<file path="config.mk">
export PLATFORM = sky130hd
export DESIGN_NAME = qspi_responder
export DESIGN_NICKNAME = d
export VERILOG_FILES = /design/src/rtl/vc_qspi_pkg.sv /design/src/rtl/qspi_resp_mem.sv /design/src/rtl/qspi_responder.sv
export SDC_FILE = /design/constraint.sdc
export NUM_CORES = 2
export LEC_CHECK = 0
export ABC_CLOCK_PERIOD_IN_PS = 5800
export CORE_MARGIN = 2
export CORE_UTILIZATION = 40
export CTS_CLUSTER_SIZE = 24
export DETAILED_ROUTE_END_ITERATION = 16
export HOLD_SLACK_MARGIN = 0.15
export SYNTH_ARGS = -nofsm -noshare
export SYNTH_HDL_FRONTEND = slang
export SYNTH_SLANG_ARGS = --single-unit
</file>
<file path="constraint.sdc">
create_clock -name clk -period 5.8 [get_ports clk]
set_clock_uncertainty 0.05 [all_clocks]
set_input_delay 1.16 -clock clk [delete_from_list [all_inputs] [get_ports clk]]
set_output_delay 1.16 -clock clk [all_outputs]
set_load 0.02 [all_outputs]
</file>
<file path="src/rtl/vc_qspi_pkg.sv">
// Shared QSPI definitions: command opcodes, responder state encoding and command decode.
// Used by both the responder and the QSPI initiator.
package vc_qspi_pkg;

    localparam logic [7:0] CMD_QREAD  = 8'hEB;
    localparam logic [7:0] CMD_QWRITE = 8'h38;

    // Bus cycle index of the last address nibble (2 command + 6 address nibbles)
    localparam int HDR_LAST = 7;

    typedef enum logic [2:0] {
        ST_IDLE,
        ST_CMD,
        ST_ADDR,
        ST_DUMMY,
        ST_RDATA,
        ST_WDATA,
        ST_IGNORE
    } qspi_state_e;

    // State that follows the header for a given opcode
    function automatic qspi_state_e decode_cmd(input logic [7:0] cmd);
        case (cmd)
            CMD_QREAD:  return ST_DUMMY;
            CMD_QWRITE: return ST_WDATA;
            default:    return ST_IGNORE;
        endcase
    endfunction

endpackage

</file>
<file path="src/rtl/qspi_resp_mem.sv">
// DEPTH x 8 byte store: one bus read/write port and one backdoor read/write port,
// both with synchronous (registered) read data.
module qspi_resp_mem #(
    parameter int DEPTH = 256
) (
    input  logic                     clk,
    input  logic                     bus_we_i,
    input  logic [$clog2(DEPTH)-1:0] bus_addr_i,
    input  logic [7:0]               bus_wdata_i,
    output logic [7:0]               bus_rdata_o,
    input  logic                     bd_we_i,
    input  logic [$clog2(DEPTH)-1:0] bd_addr_i,
    input  logic [7:0]               bd_wdata_i,
    output logic [7:0]               bd_rdata_o
);

    logic [7:0] mem_q [DEPTH];
    logic [7:0] bus_rdata_q;
    logic [7:0] bd_rdata_q;

    // NOTE: the array has no reset on purpose; contents must survive reset and
    // a reset loop over every entry would also stop it mapping onto a RAM macro.
    always_ff @(posedge clk) begin
        // NOTE: non-blocking writes; when both ports hit one address the later
        // assignment is the one that lands, so the bus write is placed last.
        if (bd_we_i) begin
            mem_q[bd_addr_i] <= bd_wdata_i;
        end
        if (bus_we_i) begin
            mem_q[bus_addr_i] <= bus_wdata_i;
        end
    end

    always_ff @(posedge clk) begin
        bus_rdata_q <= mem_q[bus_addr_i];
    end

    // Backdoor read bypasses a write landing at the same edge so it is never stale
    always_ff @(posedge clk) begin
        if (bus_we_i && (bus_addr_i == bd_addr_i)) begin
            bd_rdata_q <= bus_wdata_i;
        end else if (bd_we_i) begin
            bd_rdata_q <= bd_wdata_i;
        end else begin
            bd_rdata_q <= mem_q[bd_addr_i];
        end
    end

    assign bus_rdata_o = bus_rdata_q;
    assign bd_rdata_o  = bd_rdata_q;

endmodule

</file>
<file path="src/rtl/qspi_responder.sv">
// Quad-SPI memory responder clocked directly by the bus clock: command 0xEB reads,
// 0x38 writes, anything else is ignored until chip select is released.
module qspi_responder
    import vc_qspi_pkg::*;
#(
    parameter int DEPTH = 256,
    parameter int DUMMY = 6
) (
    input  logic                     clk,
    input  logic                     reset,
    input  logic                     cs_n,
    input  logic [3:0]               dq_in,
    output logic [3:0]               dq_out,
    output logic [3:0]               dq_oe,
    input  logic                     bd_we,
    input  logic [$clog2(DEPTH)-1:0] bd_addr,
    input  logic [7:0]               bd_wdata,
    output logic [7:0]               bd_rdata
);

    localparam int         AW         = $clog2(DEPTH);
    localparam logic [4:0] DUMMY_LAST = 5'(HDR_LAST + DUMMY);

    qspi_state_e   state_q;
    logic [4:0]    cnt_q;
    logic [7:0]    cmd_q;
    logic [AW-1:0] addr_q;
    logic [AW-1:0] addr_d;
    logic [3:0]    wbuf_q;
    logic          phase_q;
    logic          armed_q;
    logic [3:0]    dq_out_q;
    logic [3:0]    dq_oe_q;

    logic          bus_we;
    logic [7:0]    bus_wdata;
    logic [AW-1:0] bus_addr;
    logic [7:0]    rdata;
    logic [AW+3:0] addr_shift;

    // The read port is addressed with addr_d, so rdata always holds the byte at
    // addr_q; a burst advances without stalls, wrap included.
    always_comb begin
        // NOTE: every output gets a default first, so no path can infer a latch.
        addr_d     = addr_q;
        bus_we     = 1'b0;
        bus_wdata  = {wbuf_q, dq_in};
        addr_shift = {addr_q, dq_in};
        if (!reset && !cs_n) begin
            case (state_q)
                ST_ADDR:  addr_d = addr_shift[AW-1:0];
                ST_RDATA: begin
                    if (phase_q) begin
                        addr_d = addr_q + AW'(1);
                    end
                end
                ST_WDATA: begin
                    if (phase_q) begin
                        addr_d = addr_q + AW'(1);
                        bus_we = 1'b1;
                    end
                end
                default: ;
            endcase
        end
        bus_addr = bus_we ? addr_q : addr_d;
    end

    always_ff @(posedge clk) begin
        if (reset) begin
            state_q  <= ST_IDLE;
            cnt_q    <= '0;
            cmd_q    <= '0;
            addr_q   <= '0;
            wbuf_q   <= '0;
            phase_q  <= 1'b0;
            armed_q  <= 1'b0;
            dq_out_q <= '0;
            dq_oe_q  <= '0;
        end else begin
            addr_q <= addr_d;
            if (cs_n) begin
                state_q  <= ST_IDLE;
                cnt_q    <= '0;
                phase_q  <= 1'b0;
                armed_q  <= 1'b1;
                dq_out_q <= '0;
                dq_oe_q  <= '0;
            end else begin
                case (state_q)
                    // armed_q holds off a transaction that was already running across reset
                    ST_IDLE: begin
                        if (armed_q) begin
                            cmd_q[7:4] <= dq_in;
                            cnt_q      <= 5'd1;
                            state_q    <= ST_CMD;
                        end
                    end
                    ST_CMD: begin
                        cmd_q[3:0] <= dq_in;
                        cnt_q      <= 5'd2;
                        state_q    <= (decode_cmd({cmd_q[7:4], dq_in}) == ST_IGNORE)
                                      ? ST_IGNORE : ST_ADDR;
                    end
                    ST_ADDR: begin
                        cnt_q <= cnt_q + 5'd1;
                        if (cnt_q == 5'(HDR_LAST)) begin
                            state_q <= decode_cmd(cmd_q);
                            phase_q <= 1'b0;
                        end
                    end
                    ST_DUMMY: begin
                        if (cnt_q == DUMMY_LAST) begin
                            state_q  <= ST_RDATA;
                            dq_oe_q  <= 4'hF;
                            dq_out_q <= rdata[7:4];
                            phase_q  <= 1'b1;
                        end else begin
                            cnt_q <= cnt_q + 5'd1;
                        end
                    end
                    ST_RDATA: begin
                        dq_out_q <= phase_q ? rdata[3:0] : rdata[7:4];
                        phase_q  <= ~phase_q;
                    end
                    ST_WDATA: begin
                        if (!phase_q) begin
                            wbuf_q <= dq_in;
                        end
                        phase_q <= ~phase_q;
                    end
                    ST_IGNORE: ;
                    default: state_q <= ST_IDLE;
                endcase
            end
        end
    end

    qspi_resp_mem #(
        .DEPTH(DEPTH)
    ) u_mem (
        .clk        (clk),
        .bus_we_i   (bus_we),
        .bus_addr_i (bus_addr),
        .bus_wdata_i(bus_wdata),
        .bus_rdata_o(rdata),
        .bd_we_i    (bd_we),
        .bd_addr_i  (bd_addr),
        .bd_wdata_i (bd_wdata),
        .bd_rdata_o (bd_rdata)
    );

    assign dq_out = dq_out_q;
    assign dq_oe  = dq_oe_q;

endmodule

</file>
==> metrics <==
drt initial violations=between 15000 and 20000; status=finished, violations left; Die Ht=between 500 and 600 um; VDD IR-drop max=just under 0.3 mV; multi-input logic area=around 61000 um2; Async S/R FF share, synth=0%; CP Data Required Time=~4600 ps; post-DP HPWL=between 300000 and 400000 um; Synth Cell Area=around 130000 um2; setup TNS=-302.8 ps; Hold Crit Class=register to register; H-Tree Depth=4; first-pass GRT wire length=roughly 770000 um; Max FO, Critical Path=8; Power per Cell Area=~250 nW/um2; register area share after synthesis=between 40% and 50%; failing checks=max-slew violations, negative setup slack; FP Rows=between 200 and 250; Max Clk Rate=around 170 MHz; Area growth, synth to finish=13.65%; # port buffers=39; Placed Instance Area=approximately 140000 um2; Syn Inst Count=about 10000; CP Cell Sequence=buf_12 > buf_16 > clkbuf_16 > mux4_2 > mux4_2 > mux4_2 > mux4_2 > buf_6; Post-CTS Hold Buffers=0; Crit. End Element=output pin; Layout Cells excl Fill=14850; Ys Warns=0; post-placement setup slack=-540.8 ps; Synthesized Nets=~11000; core box area=317300 um2; Final Max Slew Viols=32; Post-synth EDFFs=between 2000 and 2500; Max Cap Viol=0; io pins=40; Clock Latency Late Sink=between 900 and 1000 ps; pin count of the biggest net entering global routing=around 140; LEAKAGE=47.40 nW; CP max stage delay=700 ps; die width=568.2 um; #FFs+latches synth=roughly 2100; CTS tree=built; vias per cell=6.770; mean post-synth cell area=between 10 and 15 um2; Placer Congestion=about 1.0; PnR worst setup slack=-73.12 ps; CTS Buffer Depth=4; ys flop type=edfxtp_1; Yosys cell types=83; Period minus WS final=around 5900 ps; FF/Latch Area=approximately 63000 um2; Layout Utilization=around 46%; TritonCTS buffer count=237; remaining antenna violation count=0; Final Cycle Share=101.3%; clk sinks=2099; DP Cell Count=about 14000; CTS Root Cell=clkbuf_16; Final Instance Area=roughly 140000 um2; via count=100500; cell type of the slowest stage on the worst timing path=mux4_2; Most common cell on crit path=mux4_2; total grt overflow=0; Global Route Usage Sum=around 34%; Setup Crit Path Kind=register to output pin; RSZ-0062 raised after global routing=yes; Post-route DRC=0; routed len/inst=37.68 um; relative slew slack=-2.334%; nets=10450; Filler cells=between 20000 and 30000; critical path arrival=around 4700 ps; vias in the first global route=about 94000; Clock transition at path regs=70 ps; DRT Pass-1 Iters=9; actual slew at the worst max-slew pin=about 1500 ps; antenna violations before repair=69; die area=322900 um2; share of cells above drive strength 1=between 30% and 40%; Initial Util=between 40% and 50%; critical path startpoint category=register; final setup fails=8; final wirelength=559500 um; Hold Fails Final Rpt=0
[final timing paths]
kind | start | to | slack (ps) | cells after the start
worst max-delay path | register | bd_rdata[6] | -70 | 8
worst min-delay path | u_mem.bus_rdata_o[7]$_DFF_P_ | dq_out[3]$_SDFFE_PP0P_ | 410 | 2
worst max register to register | state_q[2]$_SDFFE_PP0P_ | u_mem.bus_rdata_o[6]$_DFF_P_ | 240 | 15
worst min register to register | u_mem.bus_rdata_o[7]$_DFF_P_ | dq_out[3]$_SDFFE_PP0P_ | 410 | 2
[cells by family (layout without fill, tap and decap cells)]
group | after synthesis | in the layout | share of synthesized area [%]
xor+xnor | 1 | 1 | 0.006879
fa+ha+maj | 3 | 3 | 0.02948
simple gates | 3616 | 3616 | 12.72
other cells | 0 | 50 | 0
mux | 2770 | 2770 | 30.35
buf+inv | 1129 | 1257 | 3.553
flops | 2099 | 2099 | 49.09
compound gates | 871 | 871 | 4.246
[critical path, delay by kind of cell (launching register included)]
kind | cells | cell delay [ps]
flip-flops | 1 | 380
buffers and inverters | 4 | 730
multiplexers | 4 | 2540
[flip-flops by register name, summed over array words and instances, names as in the netlist, 3 cells and up, named ones only]
signal             flops
addr_q                 8
cmd_q                  8
cnt_q                  5
dq_out                 4
state_q                3
u_mem.bus_rdata_o      8
u_mem.mem_q         2048
wbuf_q                 4
[synth_stat cells, types with 6 or more instances]
master,instances,area (um2)
a211o_1,8,70.07
a211oi_1,10,75.07
a21oi_1,25,125.1
a22oi_1,23,172.7
a311oi_1,7,61.31
a31oi_1,86,538.0
a32o_1,10,100.1
a32oi_1,76,665.6
and3_1,57,356.6
buf_1,136,510.5
buf_2,157,785.8
buf_4,17,127.6
clkbuf_1,808,3033
dfxtp_1,51,1021
edfxtp_1,2048,61500
inv_1,8,30.03
mux2_1,97,1092
mux2_2,1832,20630
mux2i_1,161,1612
mux4_2,680,15310
nand2_1,1898,7124
nand2_2,19,118.9
nand2_4,10,112.6
nand2b_1,13,81.33
nand3_1,913,4569
nand4_1,138,863.3
nor2_1,303,1137
nor2_2,126,788.3
nor2_4,26,292.8
nor2b_1,16,100.1
nor3_1,40,200.2
nor4_1,10,62.56
o2111ai_1,9,78.83
o211ai_1,12,90.09
o21a_1,6,45.04
o21ai_0,405,2027
o21ai_1,6,30.03
o221ai_1,11,96.34
o22ai_1,147,919.6
or3_1,8,50.05
[cells in the final DEF, fill, tap and decap left out, types with 19 or more instances in the layout]
| cell type | synthesis | layout |
|---|---|---|
| clkdlybuf4s50_1 | 0 | 19 |
| dfxtp_1 | 51 | 41 |
| bufinv_16 | 0 | 34 |
| mux2_1 | 97 | 97 |
| buf_4 | 17 | 630 |
| a32oi_1 | 76 | 76 |
| buf_16 | 0 | 19 |
| nand2_2 | 19 | 28 |
| a21oi_1 | 25 | 21 |
| edfxtp_1 | 2048 | 2048 |
| o21ai_0 | 405 | 391 |
| diode_2 | 0 | 50 |
| a22oi_1 | 23 | 23 |
| clkbuf_1 | 808 | 32 |
| clkinv_2 | 0 | 48 |
| and3_1 | 57 | 56 |
| buf_12 | 0 | 111 |
| o22ai_1 | 147 | 145 |
| o21ai_1 | 6 | 19 |
| clkbuf_16 | 0 | 252 |
| nand4_1 | 138 | 138 |
| nor2_1 | 303 | 298 |
| nand2_1 | 1898 | 1889 |
| mux2i_1 | 161 | 160 |
| a31oi_1 | 86 | 86 |
| clkinv_1 | 0 | 47 |
| clkinvlp_4 | 0 | 20 |
| mux4_2 | 680 | 680 |
| nor2_2 | 126 | 126 |
| mux2_2 | 1832 | 1832 |
| nand3_1 | 913 | 905 |
| nor2_4 | 26 | 31 |
| nor3_1 | 40 | 27 |
[area by class of cell]
cell class,count,share of cell area (%)
diodes,50,0.08645
multi-input cells,7261,41.89
repair buffers,812,5.648
well taps,4180,3.613
clock inverters,156,1.167
inverters,8,0.02421
flip-flops and latches,2099,43.22
clock buffers,281,4.357
[layer usage]
layer | global-route usage [%] | wire [um]
met1 | 43.31 | 206100
met2 | 49.55 | 243900
met3 | 9.893 | 70930
met4 | 20.20 | 38270
met5 | 0 | 329
[through the flow]
| step | total power, mW | hold slack, ps |
|---|---|---|
| finish | 36.70 | 406.1 |
| global placement | 20.74 | 391.0 |
| global route | 37.31 | 428.5 |
| floorplan | 19.20 | 366.1 |
| CTS | 36.58 | 403.3 |
| detailed placement | 20.79 | 389.0 |
[where the power goes]
group / leakage, nW / internal [mW] / switching (mW)
Combinational: 24.7 / 1.53 / 2.45
Sequential: 18.8 / 16.7 / 0.0554
Clock: 3.88 / 9.23 / 6.76
[what timing repair did]
action / 4_1_cts / 5_1_grt
cloned: 8 / 8
buffers inserted: 16 / 12
setup endpoints to repair: 8 / 8
endpoints found under the hold margin: 0 / 0
gates resized for setup: 33 / 7
No activity file was read; power rests on OpenSTA's default activity.
